<file path="config.mk">
export PLATFORM = sky130hd
export DESIGN_NAME = regfile_dump_streamer
export DESIGN_NICKNAME = d
export VERILOG_FILES = /design/src/rtl/regfile_dump_streamer.sv
export SDC_FILE = /design/constraint.sdc
export NUM_CORES = 1
export LEC_CHECK = 0
export ABC_CLOCK_PERIOD_IN_PS = 3500
export BUFFER_PORTS_ARGS = -buffer_cell sky130_fd_sc_hd__buf_4
export CAP_MARGIN = 20
export CORE_MARGIN = 2
export CORE_UTILIZATION = 49
export CTS_CLUSTER_DIAMETER = 40
export CTS_CLUSTER_SIZE = 10
export DETAILED_ROUTE_END_ITERATION = 12
export GPL_ROUTABILITY_DRIVEN = 0
export HOLD_SLACK_MARGIN = 0.08
export MAX_ROUTING_LAYER = met4
export PLACE_DENSITY = 0.83
export SETUP_SLACK_MARGIN = 0.5
export SLEW_MARGIN = 20
export SYNTH_ARGS = -nofsm -noshare
export SYNTH_HDL_FRONTEND = slang
export SYNTH_SLANG_ARGS = --single-unit
</file>
<file path="constraint.sdc">
create_clock -name clock -period 3.5 [get_ports clock]
set_input_delay 0.175 -clock clock [delete_from_list [all_inputs] [get_ports clock]]
set_output_delay 0.175 -clock clock [all_outputs]
set_load 0.01 [all_outputs]
</file>
<file path="src/rtl/regfile_dump_streamer.sv">
// Register-file dump streamer: hijacks the regfile read-A select and streams {index,data} beats.
// Optional DUMP_CHECKSUM_EN appends a final beat carrying the wrapping sum of all register values.
module regfile_dump_streamer #(
  parameter int NUM_REGS = 32,
  parameter int IDX_W    = 5,
  parameter int DATA_W   = 32
) (
  input  logic              clock,
  input  logic              reset,
  input  logic              start,
  input  logic [IDX_W-1:0]  cpu_rs1,
  output logic [IDX_W-1:0]  rs1_out,
  input  logic [DATA_W-1:0] reg_data,
  output logic              out_valid,
  input  logic              out_ready,
  output logic [IDX_W-1:0]  out_index,
  output logic [DATA_W-1:0] out_data,
  output logic              out_last,
  output logic              busy,
  output logic              done
);

  typedef enum logic [2:0] {
    S_IDLE,
    S_LOAD,
    S_SEND,
    S_SUM,
    S_DONE
  } state_t;

  localparam logic [IDX_W-1:0] LAST_IDX = IDX_W'(NUM_REGS - 1);

  state_t            state_q, state_d;
  logic [IDX_W-1:0]  idx_q, idx_d;
  logic              vld_q, vld_d;
  logic [IDX_W-1:0]  index_q, index_d;
  logic [DATA_W-1:0] data_q, data_d;
  logic              last_q, last_d;
  logic              hs;
`ifdef DUMP_CHECKSUM_EN
  logic [DATA_W-1:0] sum_q, sum_d;
`endif

  assign hs = vld_q && out_ready;

  always_comb begin
    state_d = state_q;
    idx_d   = idx_q;
    vld_d   = vld_q;
    index_d = index_q;
    data_d  = data_q;
    last_d  = last_q;
`ifdef DUMP_CHECKSUM_EN
    sum_d   = sum_q;
`endif
    case (state_q)
      S_IDLE: begin
        if (start) begin
          state_d = S_LOAD;
          idx_d   = '0;
`ifdef DUMP_CHECKSUM_EN
          sum_d   = '0;
`endif
        end
      end
      // Regfile read is combinational: capture it while rs1_out points at idx.
      S_LOAD: begin
        data_d  = reg_data;
        index_d = idx_q;
        vld_d   = 1'b1;
`ifdef DUMP_CHECKSUM_EN
        last_d  = 1'b0;
`else
        last_d  = (idx_q == LAST_IDX);
`endif
        state_d = S_SEND;
      end
      S_SEND: begin
        if (hs) begin
          vld_d = 1'b0;
`ifdef DUMP_CHECKSUM_EN
          if (!last_q) begin
            sum_d = sum_q + data_q;
          end
          if (last_q) begin
            state_d = S_DONE;
          end else if (idx_q == LAST_IDX) begin
            state_d = S_SUM;
          end else begin
            idx_d   = idx_q + IDX_W'(1);
            state_d = S_LOAD;
          end
`else
          if (last_q) begin
            state_d = S_DONE;
          end else begin
            idx_d   = idx_q + IDX_W'(1);
            state_d = S_LOAD;
          end
`endif
        end
      end
`ifdef DUMP_CHECKSUM_EN
      // Checksum beat is presented like a register beat, then handled by S_SEND.
      S_SUM: begin
        data_d  = sum_q;
        index_d = '0;
        vld_d   = 1'b1;
        last_d  = 1'b1;
        state_d = S_SEND;
      end
`endif
      S_DONE: begin
        state_d = S_IDLE;
      end
      default: begin
        state_d = S_IDLE;
      end
    endcase
  end

  always_ff @(posedge clock) begin
    if (reset) begin
      state_q <= S_IDLE;
      idx_q   <= '0;
      vld_q   <= 1'b0;
      index_q <= '0;
      data_q  <= '0;
      last_q  <= 1'b0;
`ifdef DUMP_CHECKSUM_EN
      sum_q   <= '0;
`endif
    end else begin
      state_q <= state_d;
      idx_q   <= idx_d;
      vld_q   <= vld_d;
      index_q <= index_d;
      data_q  <= data_d;
      last_q  <= last_d;
`ifdef DUMP_CHECKSUM_EN
      sum_q   <= sum_d;
`endif
    end
  end

  assign busy      = (state_q != S_IDLE);
  assign done      = (state_q == S_DONE);
  assign rs1_out   = busy ? idx_q : cpu_rs1;
  assign out_valid = vld_q;
  assign out_index = index_q;
  assign out_data  = data_q;
  assign out_last  = last_q;

endmodule

</file>
==> run_results.csv <==
group,metric,value,unit
run_status,outcome,"finished, final reports clean",
drt,firstDrtPassIters,4,
drt,via_per_inst,4.96,
sta,max-slew-margin-rel,40.5,%
synthesis,synthArstFlopShare,0,%
worst_setup_path,crit_chain,"or3b_1 > buf_4 > nand2_1 > a21oi_1",
clocking,post_cts_resized,0,
worst_setup_path,crit_fanout,29,
synthesis,syn_nets,270,
place,dp_slack,1.52,ns
cells_and_area,seqCellArea,941,um2
clocking,clock_latency,0.30,ns
synthesis,synth_top_area_share,49.5,%
clocking,cts_root_buf,"clkbuf_8",
worst_setup_path,start_kind,"register",
cells_and_area,layout.nets,349,
global_route,grt_util_met1,25.4,%
worst_setup_path,worst_ep_required_time,3.72,ns
sta,final_max_slew_viol_count,0,
cells_and_area,multi_input_comb_area,845,um2
cells_and_area,final_cell_mix,"buf_4, nand2_1, dfxtp_1",
sta,fin_crit,1.97,ns
place,placed_cells,347,
clocking,cts_tree,"done",
die,io_pins,87,
global_route,grt_util_all_layers,19.3,%
global_route,grt_overflow,0,
cells_and_area,final_cells,355,
cells_and_area,areaGrowthSynthToFinish,38.7,%
clocking,ctsHoldBuffers,0,
drt,routed_wl,4.17,mm
worst_setup_path,slowest_stage,"or3b_1",
sta,period_share,56.4,%
min_path,min-delay-path-class,"primary input to register",
die,start_util,51.5,%
die,fp.dieW,66.3,um
global_route,antenna_found_initial,0,
cells_and_area,fillCellCount,325,
synthesis,synth_flop_cell,"dfxtp_1",
synthesis,synth_area_leaders,"dfxtp_1, nand2_1, a21oi_1",
flow_run,drv_cap,0,
power_and_ir_drop,power_density,433,mW/mm2
sta,setup_ws,1.53,ns
synthesis,ys_warn_count,0,
cells_and_area,drive_gt1_share,33.6,%
die,num_rows,22,
worst_setup_path,cp_top_family,"simple AND/OR/NAND/NOR gates",
sta,fin_skew,0.00698,ns
sta,worst_slew_pin_slew,0.893,ns
synthesis,ys_seq_area_share,49.5,%
drt,ant_nets,0,
global_route,met2_usage,29.9,%
global_route,grt_pass1_wl,6.54,mm
sta,hold_slack,0.117,ns
sta,tns,0,ns
clocking,cts_max_level,2,
clocking,cts_buffers,5,
sta,fmax,506,MHz
synthesis,synth_cells,227,
worst_setup_path,endpoint_kind,"register",
drt,drcViolationCount,0,
cells_and_area,stdcell_area,0.00263,mm2
worst_setup_path,max_stage_delay,0.78,ns
worst_setup_path,critPathKind,"register to register",
global_route,grt_max_degree,48,
synthesis,yosysUniqueCellTypes,33,
cells_and_area,final_common_cell,"buf_4",
drt,avgRoutedWirePerCell,11.7,um
global_route,grt_use_met3,4.43,%
global_route,grt_pass1_vias,1510,
synthesis,ys_seq_elements,47,
place,io_buffers,86,
place,place_area,0.00252,mm2
global_route,busiest_layer,"met2",
synthesis,synth_area,0.00190,mm2
sta,setup_viol,0,
power_and_ir_drop,p_leak,1.13,nW
drt,vias,1760,
cells_and_area,fin_util,71.4,%
sta,rsz0062_at_grt,"false",
worst_setup_path,path_buf_inv,1,
power_and_ir_drop,p_total,1.14,mW
synthesis,avgSynthCellArea,8.37,um2
clocking,clk_pin_slew,0.09,ns
synthesis,synth-edff-count,0,
sta,finalHoldViolations,0,
worst_setup_path,cp_data_arrival_time,2.19,ns
cells_and_area,diodes,0,
die,core,0.00369,mm2
clocking,cts_sinks,47,
clocking,cts.path.max_buffers,2,
place,hpwl,3.02,mm
power_and_ir_drop,irDropWorstVdd,0.000267,V
clocking,cts_setup_buffers,0,
die,die_h,66.3,um
synthesis,yosysTopAreaCell,"dfxtp_1",
die,dieArea,0.00439,mm2
drt,dr.first_iter.drc_count,124,
[cells in the mapped netlist, types with 3 or more instances]
cell type and instances:
buf_2 3, nand2b_1 5, nand3b_1 3, buf_4 4
buf_6 4, o21ai_0 3, clkbuf_1 5, a21oi_1 39
mux2_2 3, inv_1 3, nand2_1 81, dfxtp_1 47
[worst register-to-register path, stage by stage (launching register included)]
cell and delay, ns:
dfxtp_1 0.60, or3b_1 0.78, buf_4 0.31, nand2_1 0.06
a21oi_1 0.15
[path summary, 6_finish.rpt]
| kind | startpoint | endpoint | slack (ns) | cells past startpoint |
|---|---|---|---|---|
| max | state_q[2] | out_index[1] | 1.53 | 4 |
| min | reg_data[22] | out_data[22] | 0.12 | 3 |
| max reg2reg | state_q[2] | out_index[1] | 1.53 | 4 |
| min reg2reg | out_data[29] | out_data[29] | 0.46 | 2 |
[layer usage]
metal / routed length [um] / vias to the layer above
li1: - / 907
met1: 1920 / 785
met2: 1900 / 63
met3: 321 / 5
met4: 25 / 0
met5: 0 / -
[area by class of cell]
class,count,share of cell area (%)
inverters,3,0.428
clock inverters,3,1.81
clock buffers,5,2.61
multi-input cells,161,32.1
repair buffers,88,25.1
well taps,48,2.28
flip-flops and latches,47,35.7
[flip-flops by register name (all words and copies together) (netlist names)]
name and count:
out_data 32, idx_q 5, out_index 5, state_q 3, out_last 1, out_valid 1
[report_power, final]
group | total [mW] | switching (mW) | internal [mW] | leakage (nW)
registers | 0.573 | 0.0169 | 0.556 | 0.382
clock network | 0.400 | 0.183 | 0.216 | 0.0587
logic | 0.168 | 0.0793 | 0.0888 | 0.690
total | 1.14 | 0.279 | 0.861 | 1.13
[cells by family (layout without fill, tap and decap cells)]
logic type               count (synthesis)  after routing  share of synthesized area [%]
buffers and inverters                   19             99                           6.32
AND/OR/NAND/NOR                        107            107                           26.5
AO/OA/AOI/OAI                           47             47                           13.4
multiplexers                             5              5                           2.83
adder cells (fa/ha/maj)                  2              2                           1.32
flip-flops                              47             47                           49.5
Power figures use the tool's default switching activity.
